## src/rtl/multicycle_ctrl.sv

```systemverilog
// Multi-cycle control FSM for the RV64I-subset datapath: sequences fetch, decode,
// execute, memory and writeback, traps illegal opcodes and memory timeouts.
module multicycle_ctrl #(
  parameter int CNT_W       = 64,
  parameter int MEM_TIMEOUT = 255
) (
  input  logic             clk,
  input  logic             rst_n,
  input  logic [31:0]      instr,
  input  logic             zero,
  input  logic             mem_ready,
  output logic             imem_req,
  output logic             dmem_req,
  output logic             dmem_we,
  output logic             ir_write,
  output logic             pc_write,
  output logic             pc_src,
  output logic             reg_write,
  output logic             alu_src,
  output logic [3:0]       alu_op,
  output logic             mem_to_reg,
  output logic             illegal,
  output logic [2:0]       state,
  output logic [CNT_W-1:0] instret
);

  localparam int WD_W = (MEM_TIMEOUT > 1) ? $clog2(MEM_TIMEOUT + 1) : 1;

  localparam logic [3:0] ALU_AND = 4'b0000;
  localparam logic [3:0] ALU_OR  = 4'b0001;
  localparam logic [3:0] ALU_ADD = 4'b0010;
  localparam logic [3:0] ALU_SUB = 4'b0110;

  localparam logic [6:0] OP_R    = 7'b0110011;
  localparam logic [6:0] OP_IMM  = 7'b0010011;
  localparam logic [6:0] OP_LD   = 7'b0000011;
  localparam logic [6:0] OP_ST   = 7'b0100011;
  localparam logic [6:0] OP_BR   = 7'b1100011;

  typedef enum logic [2:0] {
    S_FETCH  = 3'd0,
    S_DECODE = 3'd1,
    S_EXEC   = 3'd2,
    S_MEM    = 3'd3,
    S_WB     = 3'd4,
    S_TRAP   = 3'd7
  } state_e;

  state_e           state_q, state_d;
  logic [WD_W-1:0]  wd_q, wd_d;
  logic [CNT_W-1:0] instret_q;
  logic             illegal_q;
  logic             retire;
  logic             wd_hit;

  logic imem_req_c, dmem_req_c, dmem_we_c, ir_write_c, pc_write_c, reg_write_c;

  // Instruction field decode; the IR is stable from DECODE until the next FETCH.
  logic [6:0] opcode;
  logic [2:0] funct3;
  logic [6:0] funct7;
  logic       r_add, r_sub, r_and, r_or, is_rtype;
  logic       is_addi, is_ld, is_sd, is_beq, is_legal;
  logic       unused_instr;

  assign opcode = instr[6:0];
  assign funct3 = instr[14:12];
  assign funct7 = instr[31:25];
  assign unused_instr = ^{instr[24:15], instr[11:7]};

  assign r_add    = (opcode == OP_R) && (funct7 == 7'b0000000) && (funct3 == 3'b000);
  assign r_sub    = (opcode == OP_R) && (funct7 == 7'b0100000) && (funct3 == 3'b000);
  assign r_and    = (opcode == OP_R) && (funct7 == 7'b0000000) && (funct3 == 3'b111);
  assign r_or     = (opcode == OP_R) && (funct7 == 7'b0000000) && (funct3 == 3'b110);
  assign is_rtype = r_add | r_sub | r_and | r_or;
  assign is_addi  = (opcode == OP_IMM) && (funct3 == 3'b000);
  assign is_ld    = (opcode == OP_LD)  && (funct3 == 3'b011);
  assign is_sd    = (opcode == OP_ST)  && (funct3 == 3'b011);
  assign is_beq   = (opcode == OP_BR)  && (funct3 == 3'b000);
  assign is_legal = is_rtype | is_addi | is_ld | is_sd | is_beq;

  // The current waiting cycle is the MEM_TIMEOUT-th consecutive one.
  assign wd_hit = (MEM_TIMEOUT > 0) && ((int'(wd_q) + 1) >= MEM_TIMEOUT);

  always_comb begin
    state_d     = state_q;
    wd_d        = '0;
    retire      = 1'b0;
    imem_req_c  = 1'b0;
    dmem_req_c  = 1'b0;
    dmem_we_c   = 1'b0;
    ir_write_c  = 1'b0;
    pc_write_c  = 1'b0;
    reg_write_c = 1'b0;
    pc_src      = 1'b0;
    alu_src     = 1'b0;
    alu_op      = ALU_ADD;
    mem_to_reg  = 1'b0;

    case (state_q)
      S_FETCH: begin
        imem_req_c = 1'b1;
        if (mem_ready) begin
          ir_write_c = 1'b1;
          pc_write_c = 1'b1;
          state_d    = S_DECODE;
        end else if (wd_hit) begin
          state_d = S_TRAP;
        end else begin
          wd_d = wd_q + WD_W'(1);
        end
      end

      S_DECODE: begin
        state_d = is_legal ? S_EXEC : S_TRAP;
      end

      S_EXEC: begin
        if (is_rtype) begin
          if (r_sub)      alu_op = ALU_SUB;
          else if (r_and) alu_op = ALU_AND;
          else if (r_or)  alu_op = ALU_OR;
          else            alu_op = ALU_ADD;
          state_d = S_WB;
        end else if (is_addi) begin
          alu_src = 1'b1;
          state_d = S_WB;
        end else if (is_ld || is_sd) begin
          alu_src = 1'b1;
          state_d = S_MEM;
        end else if (is_beq) begin
          alu_op     = ALU_SUB;
          pc_write_c = zero;
          pc_src     = zero;
          retire     = 1'b1;
          state_d    = S_FETCH;
        end else begin
          state_d = S_TRAP;
        end
      end

      S_MEM: begin
        alu_src    = 1'b1;
        dmem_req_c = 1'b1;
        dmem_we_c  = is_sd;
        if (mem_ready) begin
          if (is_ld) begin
            state_d = S_WB;
          end else if (is_sd) begin
            retire  = 1'b1;
            state_d = S_FETCH;
          end else begin
            state_d = S_TRAP;
          end
        end else if (wd_hit) begin
          state_d = S_TRAP;
        end else begin
          wd_d = wd_q + WD_W'(1);
        end
      end

      S_WB: begin
        reg_write_c = 1'b1;
        mem_to_reg  = is_ld;
        retire      = 1'b1;
        state_d     = S_FETCH;
      end

      S_TRAP: begin
        state_d = S_TRAP;
      end

      default: begin
        state_d = S_TRAP;
      end
    endcase
  end

  always_ff @(posedge clk) begin
    if (!rst_n) begin
      state_q   <= S_FETCH;
      wd_q      <= '0;
      instret_q <= '0;
      illegal_q <= 1'b0;
    end else begin
      state_q   <= state_d;
      wd_q      <= wd_d;
      illegal_q <= illegal_q | (state_d == S_TRAP);
      if (retire) instret_q <= instret_q + CNT_W'(1);
    end
  end

  // Requests and write enables are held low while reset is asserted.
  assign imem_req  = imem_req_c  & rst_n;
  assign dmem_req  = dmem_req_c  & rst_n;
  assign dmem_we   = dmem_we_c   & rst_n;
  assign ir_write  = ir_write_c  & rst_n;
  assign pc_write  = pc_write_c  & rst_n;
  assign reg_write = reg_write_c & rst_n;

  assign illegal = illegal_q;
  assign state   = state_q;
  assign instret = instret_q;

endmodule

```

## config.mk

```make
export PLATFORM = sky130hd
export DESIGN_NAME = multicycle_ctrl
export DESIGN_NICKNAME = d
export VERILOG_FILES = /design/src/rtl/multicycle_ctrl.sv
export SDC_FILE = /design/constraint.sdc
export NUM_CORES = 1
export LEC_CHECK = 0
export BUFFER_PORTS_ARGS = -buffer_cell sky130_fd_sc_hd__buf_2
export CAP_MARGIN = 20
export CORE_ASPECT_RATIO = 1.1
export CORE_UTILIZATION = 30
export CTS_CLUSTER_DIAMETER = 100
export CTS_CLUSTER_SIZE = 25
export DETAILED_ROUTE_END_ITERATION = 7
export GPL_ROUTABILITY_DRIVEN = 0
export GPL_TIMING_DRIVEN = 0
export PLACE_DENSITY = 0.63
export SYNTH_ARGS = -nofsm -noshare
export SYNTH_HDL_FRONTEND = slang
export SYNTH_SLANG_ARGS = --single-unit
export TNS_END_PERCENT = 5
```

## constraint.sdc

```tcl
create_clock -name clk -period 2.4 [get_ports clk]
set_clock_uncertainty 0.05 [all_clocks]
set_input_delay 0.24 -clock clk [delete_from_list [all_inputs] [get_ports clk]]
set_output_delay 0.24 -clock clk [all_outputs]
set_load 0.01 [all_outputs]
```

==> flow_metrics.env, run 1 <==
export IMPL_io_buffers=99
export IMPL_p_leak_nw=1.96
export IMPL_whs_path_depth=4
export IMPL_hold_end="illegal$_SDFF_PN0_"
export IMPL_die_w_microns=114
export IMPL_r2r_setup_slack_ns=-0.03
export IMPL_die_area_sq_mm=0.0142
export IMPL_dr_pass1_iters=4
export IMPL_io_pins=117
export IMPL_synthSimpleGateAreaFrac_pct=30.1
export IMPL_min_from="instr[14]"
export IMPL_violations="setup timing"
export IMPL_start_util_pct=31.0
export IMPL_numCtsBuffers=9
export IMPL_async_reset_ff_share_pct=0
export IMPL_worst_path_max_fanout=6
export IMPL_synth_common_cells="dfxtp_1, nor2_1, nand2_1"
export IMPL_ys_types=58
export IMPL_antenna_found_initial=0
export IMPL_hpwlAfterDp_mm=9.25
export IMPL_totalWireLength_mm=12.5
export IMPL_power_internal_mw=2.29
export IMPL_fin_area_sq_mm=0.00539
export IMPL_syn_area_sq_mm=0.00412
export IMPL_synth_compound_area_share_pct=20.2
export IMPL_clockPowerShare_pct=49.5
export IMPL_critPathMaxStageDelay_ns=0.51
export IMPL_fin_ws_ns=-0.0343
export IMPL_worstRegToRegCells=7
export IMPL_pwr_share_seq_pct=43.3
export IMPL_dp_slack_ns=-0.597
export IMPL_fmax_mhz=411
export IMPL_ys_seq_area_share_pct=37.0
export IMPL_grt_pass1_wl_mm=20.2
export IMPL_place_area_sq_mm=0.00484
export IMPL_synth_fa_ha_area_share_pct=0.912
export IMPL_die_h_microns=125
export IMPL_synth_area_per_cell_sq_um=8.07
export IMPL_final_setup_tns_ns=-0.0624
export IMPL_drive_gt1_share_pct=27.3
export IMPL_drc=0
export IMPL_synth_xor_area_share_pct=5.32
export IMPL_yosysMostFrequentCell="dfxtp_1"
export IMPL_grt_pass1_vias=4043
export IMPL_yosysWarnings=0
export IMPL_detail_route_antenna_nets=0
export IMPL_yosys_top_cells_area="dfxtp_1, nor2_1, a21oi_1, xnor2_1, nand2_1"
export IMPL_p_sw_share_pct=23.6
export IMPL_critPathSlowestCell="a2111oi_2"
export IMPL_arrival_ns=2.60
export IMPL_grt_max_degree=14
export IMPL_hold_viol=0
export IMPL_core_area_sq_mm=0.0133
export IMPL_r2r_start="instret[9]$_SDFFE_PN0P_"
export IMPL_synth_edf_count=0
export IMPL_path_common_cell="nand4_1"
export IMPL_synthMuxAreaShare_pct=1.70
export IMPL_p_per_area_mw_per_mm2=556
export IMPL_status="complete, but fails checks"
export IMPL_cts_tree="yes"
export IMPL_worst_pin_slew_ns=0.778
export IMPL_rsz0062_at_grt="true"
export IMPL_syn_to_final_growth_pct=31.0
export IMPL_drv_cap=0
export IMPL_avgViaCountPerCell=5.25
export IMPL_htreeDepth=3
export IMPL_synth_top_area_share_pct=37.0
export IMPL_dp_cells=793
export IMPL_crit_required_ns=2.57
export IMPL_num_nets_final=661
export IMPL_syn_instance_count=510
export IMPL_vias=4257
export IMPL_clk_pin_slew_ns=0.06
export IMPL_synth_top_cell_by_area="dfxtp_1"
export IMPL_reg2reg_to="instret[29]$_SDFFE_PN0P_"
export IMPL_fin_crit_sh_pct=101
export IMPL_power_mw=3.00
export IMPL_drt_initial_drc_count=283
export IMPL_cp_end_kind="register"
export IMPL_worst_path_buf_inv=1
export IMPL_crit_family="simple AND/OR/NAND/NOR gates"
export IMPL_stdcell_count=811
export IMPL_grt_use_total_pct=17.9
export IMPL_p_sw_uw=707
export IMPL_pwr_share_comb_pct=7.2
export IMPL_clk_path_buf_depth=2
export IMPL_cts_root_buf="clkbuf_16"
export IMPL_finalSetupViolations=2
export IMPL_ys_seq_elements=76
export IMPL_synthFlopType="dfxtp_1"
export IMPL_ir_worst_vdd_uv=380
export IMPL_clock_sinks=76
export IMPL_antenna_cells=0
export IMPL_clk_latency_ns=0.34
export IMPL_crit_chain="nand4_1 > nor4_4 > buf_4 > nand4_1 > a2111oi_2 > xnor2_1 > nor2_1"
export IMPL_synth_fp_nets=549
export IMPL_grt_overflow=0
export IMPL_crit_type="register to register"
export IMPL_std_cell_rows=44
export IMPL_hold_class="input pin to register"
export IMPL_worst_setup_path_start_kind="register"
export IMPL_drt_wirelength_per_cell_microns=15.4
export IMPL_slew_violations=0
export IMPL_slew_headroom_pct=48.1
export IMPL_period_minus_slack_ns=2.43
export IMPL_synth_top_family_by_area="simple AND/OR/NAND/NOR gates"
-- metrics by stage --
stage | utilization, % | hold WS, ns
2_1_floorplan | - | 0.402
3_3_place_gp | 36.5 | 0.418
3_5_place_dp | 36.5 | 0.424
4_1_cts | 39.7 | 0.313
5_1_grt | 40.6 | 0.381
6_report | 40.6 | 0.326
-- state kept, by name, summed over array words and instances, names as in the netlist --
| register | flops |
|---|---|
| wd_q | 8 |
| illegal | 1 |
| state | 3 |
| instret | 64 |
-- power groups by stage --
stage	combinational [mW]	sequential (mW)	clock [mW]
after global routing	0.237	1.30	1.58
final	0.215	1.30	1.48
after global placement	0.210	1.32	0
after floorplan	0.129	1.32	0
after detailed placement	0.213	1.32	0
after CTS	0.210	1.30	1.51
-- metal layers --
metal  global-route usage (%)  wire [microns]  up-vias
met5                        0               0        -
met4                     5.65             213        0
met3                     4.28             597       17
met2                     30.2            6140      101
met1                     22.2            5570     2036
li1                         -               -     2103
-- worst max path at each step --
stage,startpoint,endpoint,slack (ns),cells after the start
after floorplan,instr[2],instret[37]$_SDFFE_PN0P_,-0.005,8
after global placement,state[2]$_SDFF_PN0_,instret[62]$_SDFFE_PN0P_,-0.57,8
after detailed placement,state[2]$_SDFF_PN0_,instret[62]$_SDFFE_PN0P_,-0.60,8
after CTS,instret[11]$_SDFFE_PN0P_,instret[29]$_SDFFE_PN0P_,-0.006,7
after global routing,instret[9]$_SDFFE_PN0P_,instret[31]$_SDFFE_PN0P_,-0.15,7
final,instret[9]$_SDFFE_PN0P_,instret[29]$_SDFFE_PN0P_,-0.03,7
-- layout by cell type (no fill, tap or decap), types with 4 or more instances in the layout --
master	n
o31ai_2	4
o21ai_0	22
a21oi_2	4
mux2i_1	7
buf_6	4
clkbuf_1	10
or4_1	15
inv_1	21
nand2_1	45
nand4_1	15
xnor2_1	20
xor2_1	5
o31ai_1	12
nor4_1	6
a211oi_1	6
dfxtp_2	4
nand2b_1	6
dfxtp_1	69
a2111oi_2	4
buf_2	102
buf_4	5
and3_1	8
a21oi_1	37
clkbuf_16	9
nor3_1	10
nor2_1	54
nand3_1	29
or3_1	22
-- worst register-to-register path, stage by stage, from the launching register on --
cell	delay, ns
dfxtp_4	0.37
nand4_1	0.21
nor4_4	0.39
buf_4	0.19
nand4_1	0.37
a2111oi_2	0.51
xnor2_1	0.17
nor2_1	0.05
-- layout make-up --
cell class / count / area, sq um
Fill cell: 1337 / 7880
Multi-Input combinational cell: 388 / 2550
Sequential cell: 76 / 1540
Timing Repair Buffer: 104 / 546
Clock buffer: 10 / 239
Tap cell: 184 / 230
Buffer: 22 / 126
Clock inverter: 6 / 86.3
Inverter: 21 / 78.8
-- logic make-up (layout without fill, tap and decap cells) --
| logic type | count (synthesis) | after routing |
|---|---|---|
| simple gates | 233 | 233 |
| compound gates | 119 | 119 |
| flops | 76 | 76 |
| buf+inv | 46 | 163 |
| xor+xnor | 25 | 25 |
| mux | 7 | 7 |
| fa+ha+maj | 3 | 3 |
| other cells | 1 | 1 |
-- what timing repair did --
| item | CTS | global route |
|---|---|---|
| gates resized for setup | 23 | 34 |
| hold endpoints to repair | 0 | 0 |
| pin swaps | 4 | 17 |
| setup buffers | 3 | 2 |
| setup endpoints to repair | 61 | 48 |
| hold buffers | 0 | 0 |
Power figures use the tool's default switching activity.
==> run 2, diff against run 1 <==
--- a/config.mk
+++ b/config.mk
@@ -7,7 +7,7 @@
 export LEC_CHECK = 0
 export BUFFER_PORTS_ARGS = -buffer_cell sky130_fd_sc_hd__buf_2
 export CAP_MARGIN = 20
-export CORE_ASPECT_RATIO = 1.1
+export CORE_ASPECT_RATIO = 1.2
 export CORE_UTILIZATION = 30
 export CTS_CLUSTER_DIAMETER = 100
 export CTS_CLUSTER_SIZE = 25
@@ -15,6 +15,7 @@
 export GPL_ROUTABILITY_DRIVEN = 0
 export GPL_TIMING_DRIVEN = 0
 export PLACE_DENSITY = 0.63
+export RECOVER_POWER = 25
 export SYNTH_ARGS = -nofsm -noshare
 export SYNTH_HDL_FRONTEND = slang
 export SYNTH_SLANG_ARGS = --single-unit
==> flow_metrics.env, run 2 (synthesis results as in run 1) <==
export IMPL_die_area_sq_mm=0.0142
export IMPL_fin_crit_sh_pct=101
export IMPL_r2r_start="instret[9]$_SDFFE_PN0P_"
export IMPL_worstSetupStartpoint="instret[9]$_SDFFE_PN0P_"
export IMPL_avgViaCountPerCell=5.36
export IMPL_crit_chain="nand4_1 > nor4_4 > and4_4 > o2111ai_4 > or4_1 > a21oi_2"
export IMPL_core_area_sq_mm=0.0133
export IMPL_status="complete, but fails checks"
export IMPL_drc=0
export IMPL_arrival_ns=2.65
export IMPL_critPathSlowestCell="or4_1"
export IMPL_p_sw_uw=735
export IMPL_mostFrequentLayoutCells="buf_2, dfxtp_1, nor2_1, nand2_1, a21oi_1"
export IMPL_io_buffers=99
export IMPL_min_from="instr[14]"
export IMPL_place_area_sq_mm=0.00482
export IMPL_vias=4269
export IMPL_clk_latency_ns=0.34
export IMPL_ir_worst_vdd_uv=371
export IMPL_num_nets_final=662
export IMPL_largest_register_ffs=64
export IMPL_totalWireLength_mm=12.6
export IMPL_pwr_share_seq_pct=46.6
export IMPL_hpwlAfterDp_mm=9.25
export IMPL_numCtsBuffers=9
export IMPL_htreeDepth=3
export IMPL_final_common_cell="buf_2"
export IMPL_fmax_mhz=413
export IMPL_cts_root_buf="clkbuf_16"
export IMPL_start_util_pct=31.0
export IMPL_dp_cells=777
export IMPL_cts_hold_buf=0
export IMPL_clk_pin_slew_ns=0.06
export IMPL_drv_cap=0
export IMPL_rsz0062_at_grt="true"
export IMPL_clockPowerShare_pct=45.7
export IMPL_worst_pin_slew_ns=0.700
export IMPL_drt_initial_drc_count=308
export IMPL_dr_pass1_iters=4
export IMPL_p_leak_nw=1.93
export IMPL_die_w_microns=109
export IMPL_hold_viol=0
export IMPL_std_cell_rows=46
export IMPL_worst_setup_path_start_kind="register"
export IMPL_finalSetupViolations=1
export IMPL_slew_violations=0
export IMPL_clock_sinks=76
export IMPL_clk_path_buf_depth=2
export IMPL_p_per_area_mw_per_mm2=525
export IMPL_power_internal_mw=2.05
export IMPL_worst_path_buf_inv=0
export IMPL_cts_tree="yes"
export IMPL_cp_end_kind="register"
export IMPL_slew_headroom_pct=53.3
export IMPL_p_sw_share_pct=26.4
export IMPL_io_pins=117
export IMPL_violations="setup timing"
export IMPL_grt_pass1_vias=4013
export IMPL_grt_pass1_wl_mm=19.9
export IMPL_syn_to_final_growth_pct=29.0
export IMPL_pwr_share_comb_pct=7.7
export IMPL_crit_family="simple AND/OR/NAND/NOR gates"
export IMPL_fin_ws_ns=-0.0227
export IMPL_antenna_cells=0
export IMPL_critPathMaxStageDelay_ns=0.59
export IMPL_drt_wirelength_per_cell_microns=15.8
export IMPL_grt_max_degree=15
export IMPL_die_h_microns=130
export IMPL_grt_overflow=0
export IMPL_period_minus_slack_ns=2.42
export IMPL_crit_required_ns=2.62
export IMPL_worst_path_max_fanout=8
export IMPL_antenna_found_initial=0
export IMPL_drive_gt1_share_pct=27.5
export IMPL_fin_area_sq_mm=0.00531
export IMPL_crit_type="register to register"
export IMPL_detail_route_antenna_nets=0
export IMPL_stdcell_count=796
export IMPL_hold_class="input pin to register"
export IMPL_grt_use_total_pct=18.0
==> run 2: repair_timing <==
| item | CTS | global route |
|---|---|---|
| cloned | 0 | 0 |
| buffers inserted | 0 | 6 |
| pin swaps | 10 | 12 |
| resized for setup | 30 | 35 |
| endpoints found under the setup margin | 61 | 48 |
==> run 2: metrics by stage <==
| step | hold WS, ns | utilization, % | setup slack [ns] | total power [mW] | TNS, ns |
|---|---|---|---|---|---|
| after floorplan | 0.402 | - | -0.00486 | 1.45 | -0.00973 |
| final | 0.349 | 39.9 | -0.0227 | 2.79 | -0.0227 |
| after global routing | 0.386 | 39.9 | -0.120 | 2.89 | -1.22 |
| after detailed placement | 0.428 | 36.3 | -0.680 | 1.53 | -23.77 |
| after CTS | 0.323 | 38.9 | -0.155 | 2.81 | -1.03 |
| after global placement | 0.408 | 36.3 | -0.565 | 1.53 | -19.51 |
==> run 2: worst paths after layout <==
kind	end	slack [ns]	cells after the start
worst max-delay path	instret[51]$_SDFFE_PN0P_	-0.02	6
worst min-delay path	illegal$_SDFF_PN0_	0.35	4
worst max register to register	instret[51]$_SDFFE_PN0P_	-0.02	6
worst min register to register	instret[63]$_SDFFE_PN0P_	0.43	2
==> run 2: worst reg2reg max path, stage by stage, from the launching register on <==
cell	delay (ns)
dfxtp_2	0.36
nand4_1	0.20
nor4_4	0.43
and4_4	0.34
o2111ai_4	0.23
or4_1	0.59
a21oi_2	0.15
==> run 2: metal layers <==
metal  GRT usage (%)  vias up  share of wire [%]
li1                -     2121                  -
met1            20.8     2020                 43
met2            31.8      115                 50
met3            4.65       13                5.9
met4            6.28        0                1.5
met5               0        -                  0
==> run 2: cell type report <==
class | count | area (sq um)
Timing Repair Buffer | 105 | 541
Inverter | 21 | 78.8
Multi-Input combinational cell | 388 | 2540
Clock inverter | 7 | 53.8
Sequential cell | 76 | 1540
Buffer | 22 | 128
Clock buffer | 9 | 225
Fill cell | 1351 | 7980
Tap cell | 168 | 210
==> run 2: power by group through the flow <==
stage | clock network [mW] | registers, mW | logic [mW]
2_1_floorplan | 0 | 1.32 | 0.129
3_3_place_gp | 0 | 1.32 | 0.210
3_5_place_dp | 0 | 1.32 | 0.216
4_1_cts | 1.30 | 1.29 | 0.216
5_1_grt | 1.35 | 1.30 | 0.237
6_report | 1.28 | 1.30 | 0.213
==> run 3, diff against run 2 <==
--- a/config.mk
+++ b/config.mk
@@ -16,6 +16,7 @@
 export GPL_TIMING_DRIVEN = 0
 export PLACE_DENSITY = 0.63
 export RECOVER_POWER = 25
+export SKIP_CTS_REPAIR_TIMING = 1
 export SYNTH_ARGS = -nofsm -noshare
 export SYNTH_HDL_FRONTEND = slang
 export SYNTH_SLANG_ARGS = --single-unit
==> flow_metrics.env, run 3 (synthesis results as in run 1) <==
export IMPL_syn_to_final_growth_pct=26.8
export IMPL_clk_latency_ns=0.34
export IMPL_crit_family="simple AND/OR/NAND/NOR gates"
export IMPL_crit_chain="buf_2 > nand4bb_4 > or3_1 > buf_2 > nor4_4 > buf_4 > o211ai_4 > buf_6 > or4_1 > a21oi_2"
export IMPL_crit_type="input pin to register"
export IMPL_grt_max_degree=15
export IMPL_drt_wirelength_per_cell_microns=15.6
export IMPL_finalSetupViolations=0
export IMPL_worst_path_buf_inv=4
export IMPL_dr_pass1_iters=4
export IMPL_detail_route_antenna_nets=0
export IMPL_std_cell_rows=46
export IMPL_start_util_pct=31.0
export IMPL_critPathMaxStageDelay_ns=0.52
export IMPL_worst_pin_slew_ns=0.711
export IMPL_slew_headroom_pct=52.5
export IMPL_grt_pass1_wl_mm=19.8
export IMPL_rsz0062_at_grt="true"
export IMPL_num_nets_final=664
export IMPL_io_pins=117
export IMPL_hold_end="illegal$_SDFF_PN0_"
export IMPL_worst_setup_path_start_kind="input pin"
export IMPL_numCtsBuffers=9
export IMPL_p_leak_nw=1.82
export IMPL_drt_initial_drc_count=332
export IMPL_whs_path_depth=4
export IMPL_place_area_sq_mm=0.00482
export IMPL_fmax_mhz=420
export IMPL_clk_pin_slew_ns=0.06
export IMPL_stdcell_count=798
export IMPL_drv_cap=0
export IMPL_dp_slack_ns=-0.680
export IMPL_r2r_start="state[0]$_SDFF_PN0_"
export IMPL_grt_overflow=0
export IMPL_drc=0
export IMPL_clock_sinks=76
export IMPL_worstRegToRegCells=7
export IMPL_dp_cells=777
export IMPL_ir_worst_vdd_uv=341
export IMPL_die_w_microns=109
export IMPL_fin_crit_sh_pct=99.1
export IMPL_reg2reg_to="instret[62]$_SDFFE_PN0P_"
export IMPL_die_h_microns=130
export IMPL_hpwlAfterDp_mm=9.25
export IMPL_cts_root_buf="clkbuf_16"
export IMPL_r2r_setup_slack_ns=0.04
export IMPL_power_mw=2.77
export IMPL_antenna_cells=0
export IMPL_arrival_ns=2.60
export IMPL_cts_tree="yes"
export IMPL_io_buffers=99
export IMPL_critPathSlowestCell="or4_1"
export IMPL_period_minus_slack_ns=2.38
export IMPL_final_common_cell="buf_2"
export IMPL_avgViaCountPerCell=5.32
export IMPL_antenna_found_initial=0
export IMPL_worst_path_max_fanout=10
export IMPL_htreeDepth=3
export IMPL_grt_use_total_pct=17.9
export IMPL_slew_violations=0
export IMPL_fin_area_sq_mm=0.00522
export IMPL_p_per_area_mw_per_mm2=531
export IMPL_hold_class="input pin to register"
export IMPL_min_from="instr[14]"
export IMPL_timing_hold_ws_ns=0.345
export IMPL_largest_register_ffs=64
export IMPL_path_common_cell="buf_2"
export IMPL_totalWireLength_mm=12.5
export IMPL_status="finished, final reports clean"
export IMPL_hold_viol=0
export IMPL_clk_path_buf_depth=2
export IMPL_grt_pass1_vias=3993
export IMPL_drive_gt1_share_pct=20.8
export IMPL_fin_ws_ns=0.0212
export IMPL_die_area_sq_mm=0.0142
export IMPL_core_area_sq_mm=0.0133
export IMPL_crit_required_ns=2.62
export IMPL_mostFrequentLayoutCells="buf_2, dfxtp_1, nor2_1, nand2_1, a21oi_1"
export IMPL_vias=4244
export IMPL_cp_end_kind="register"
-- run 3: cell types whose count changed in the layout (fill, tap and decap cells not counted), sizes merged --
cell	before	now
clkbuf	25	49
buf	111	89
-- run 3: layout make-up --
type                    instances  area [sq um]
fillers                      1359          8070
well taps                     168           210
repair buffers                106           515
clock inverters                 7          53.8
flip-flops and latches         76          1520
multi-input cells             388          2490
clock buffers                   9           225
inverters                      21          78.8
plain buffers                  23           123
-- run 3: worst max path at each step --
| stage | slack, ns | cells past startpoint | startpoint | endpoint |
|---|---|---|---|---|
| 6_report | 0.02 | 10 | instr[2] | instret[56]$_SDFFE_PN0P_ |
| 5_1_grt | -0.10 | 7 | state[0]$_SDFF_PN0_ | instret[62]$_SDFFE_PN0P_ |
| 4_1_cts | -0.71 | 8 | state[2]$_SDFF_PN0_ | instret[62]$_SDFFE_PN0P_ |
| 3_5_place_dp | -0.68 | 8 | state[2]$_SDFF_PN0_ | instret[62]$_SDFFE_PN0P_ |
| 3_3_place_gp | -0.57 | 8 | state[2]$_SDFF_PN0_ | instret[62]$_SDFFE_PN0P_ |
| 2_1_floorplan | -0.005 | 8 | instr[2] | instret[37]$_SDFFE_PN0P_ |
-- run 3: where the power goes --
group	switching [mW]	internal (mW)	leakage, nW
registers	0.0240	1.28	0.614
logic	0.136	0.0738	1.07
clock network	0.560	0.702	0.128
total	0.720	2.05	1.82
-- run 3: worst min-delay path, cell delays in order --
cell and delay (ns):
buf_2 0.11, nor4_1 0.05, nand3_1 0.11, a41o_1 0.19
-- run 3: metal layers --
layer	global-route usage, %	vias to the layer above	part of all wire, %
met5	0	-	0
met4	6.76	0	1.7
met3	4.65	16	6.2
met2	31.5	122	50
met1	20.7	1985	42
li1	-	2121	-
-- run 3: stage by stage --
stage,utilization (%),setup TNS (ns)
detailed placement,36.3,-23.77
CTS,38.4,-24.17
global placement,36.3,-19.51
floorplan,-,-0.00973
finish,39.3,0
global route,39.3,-1.78
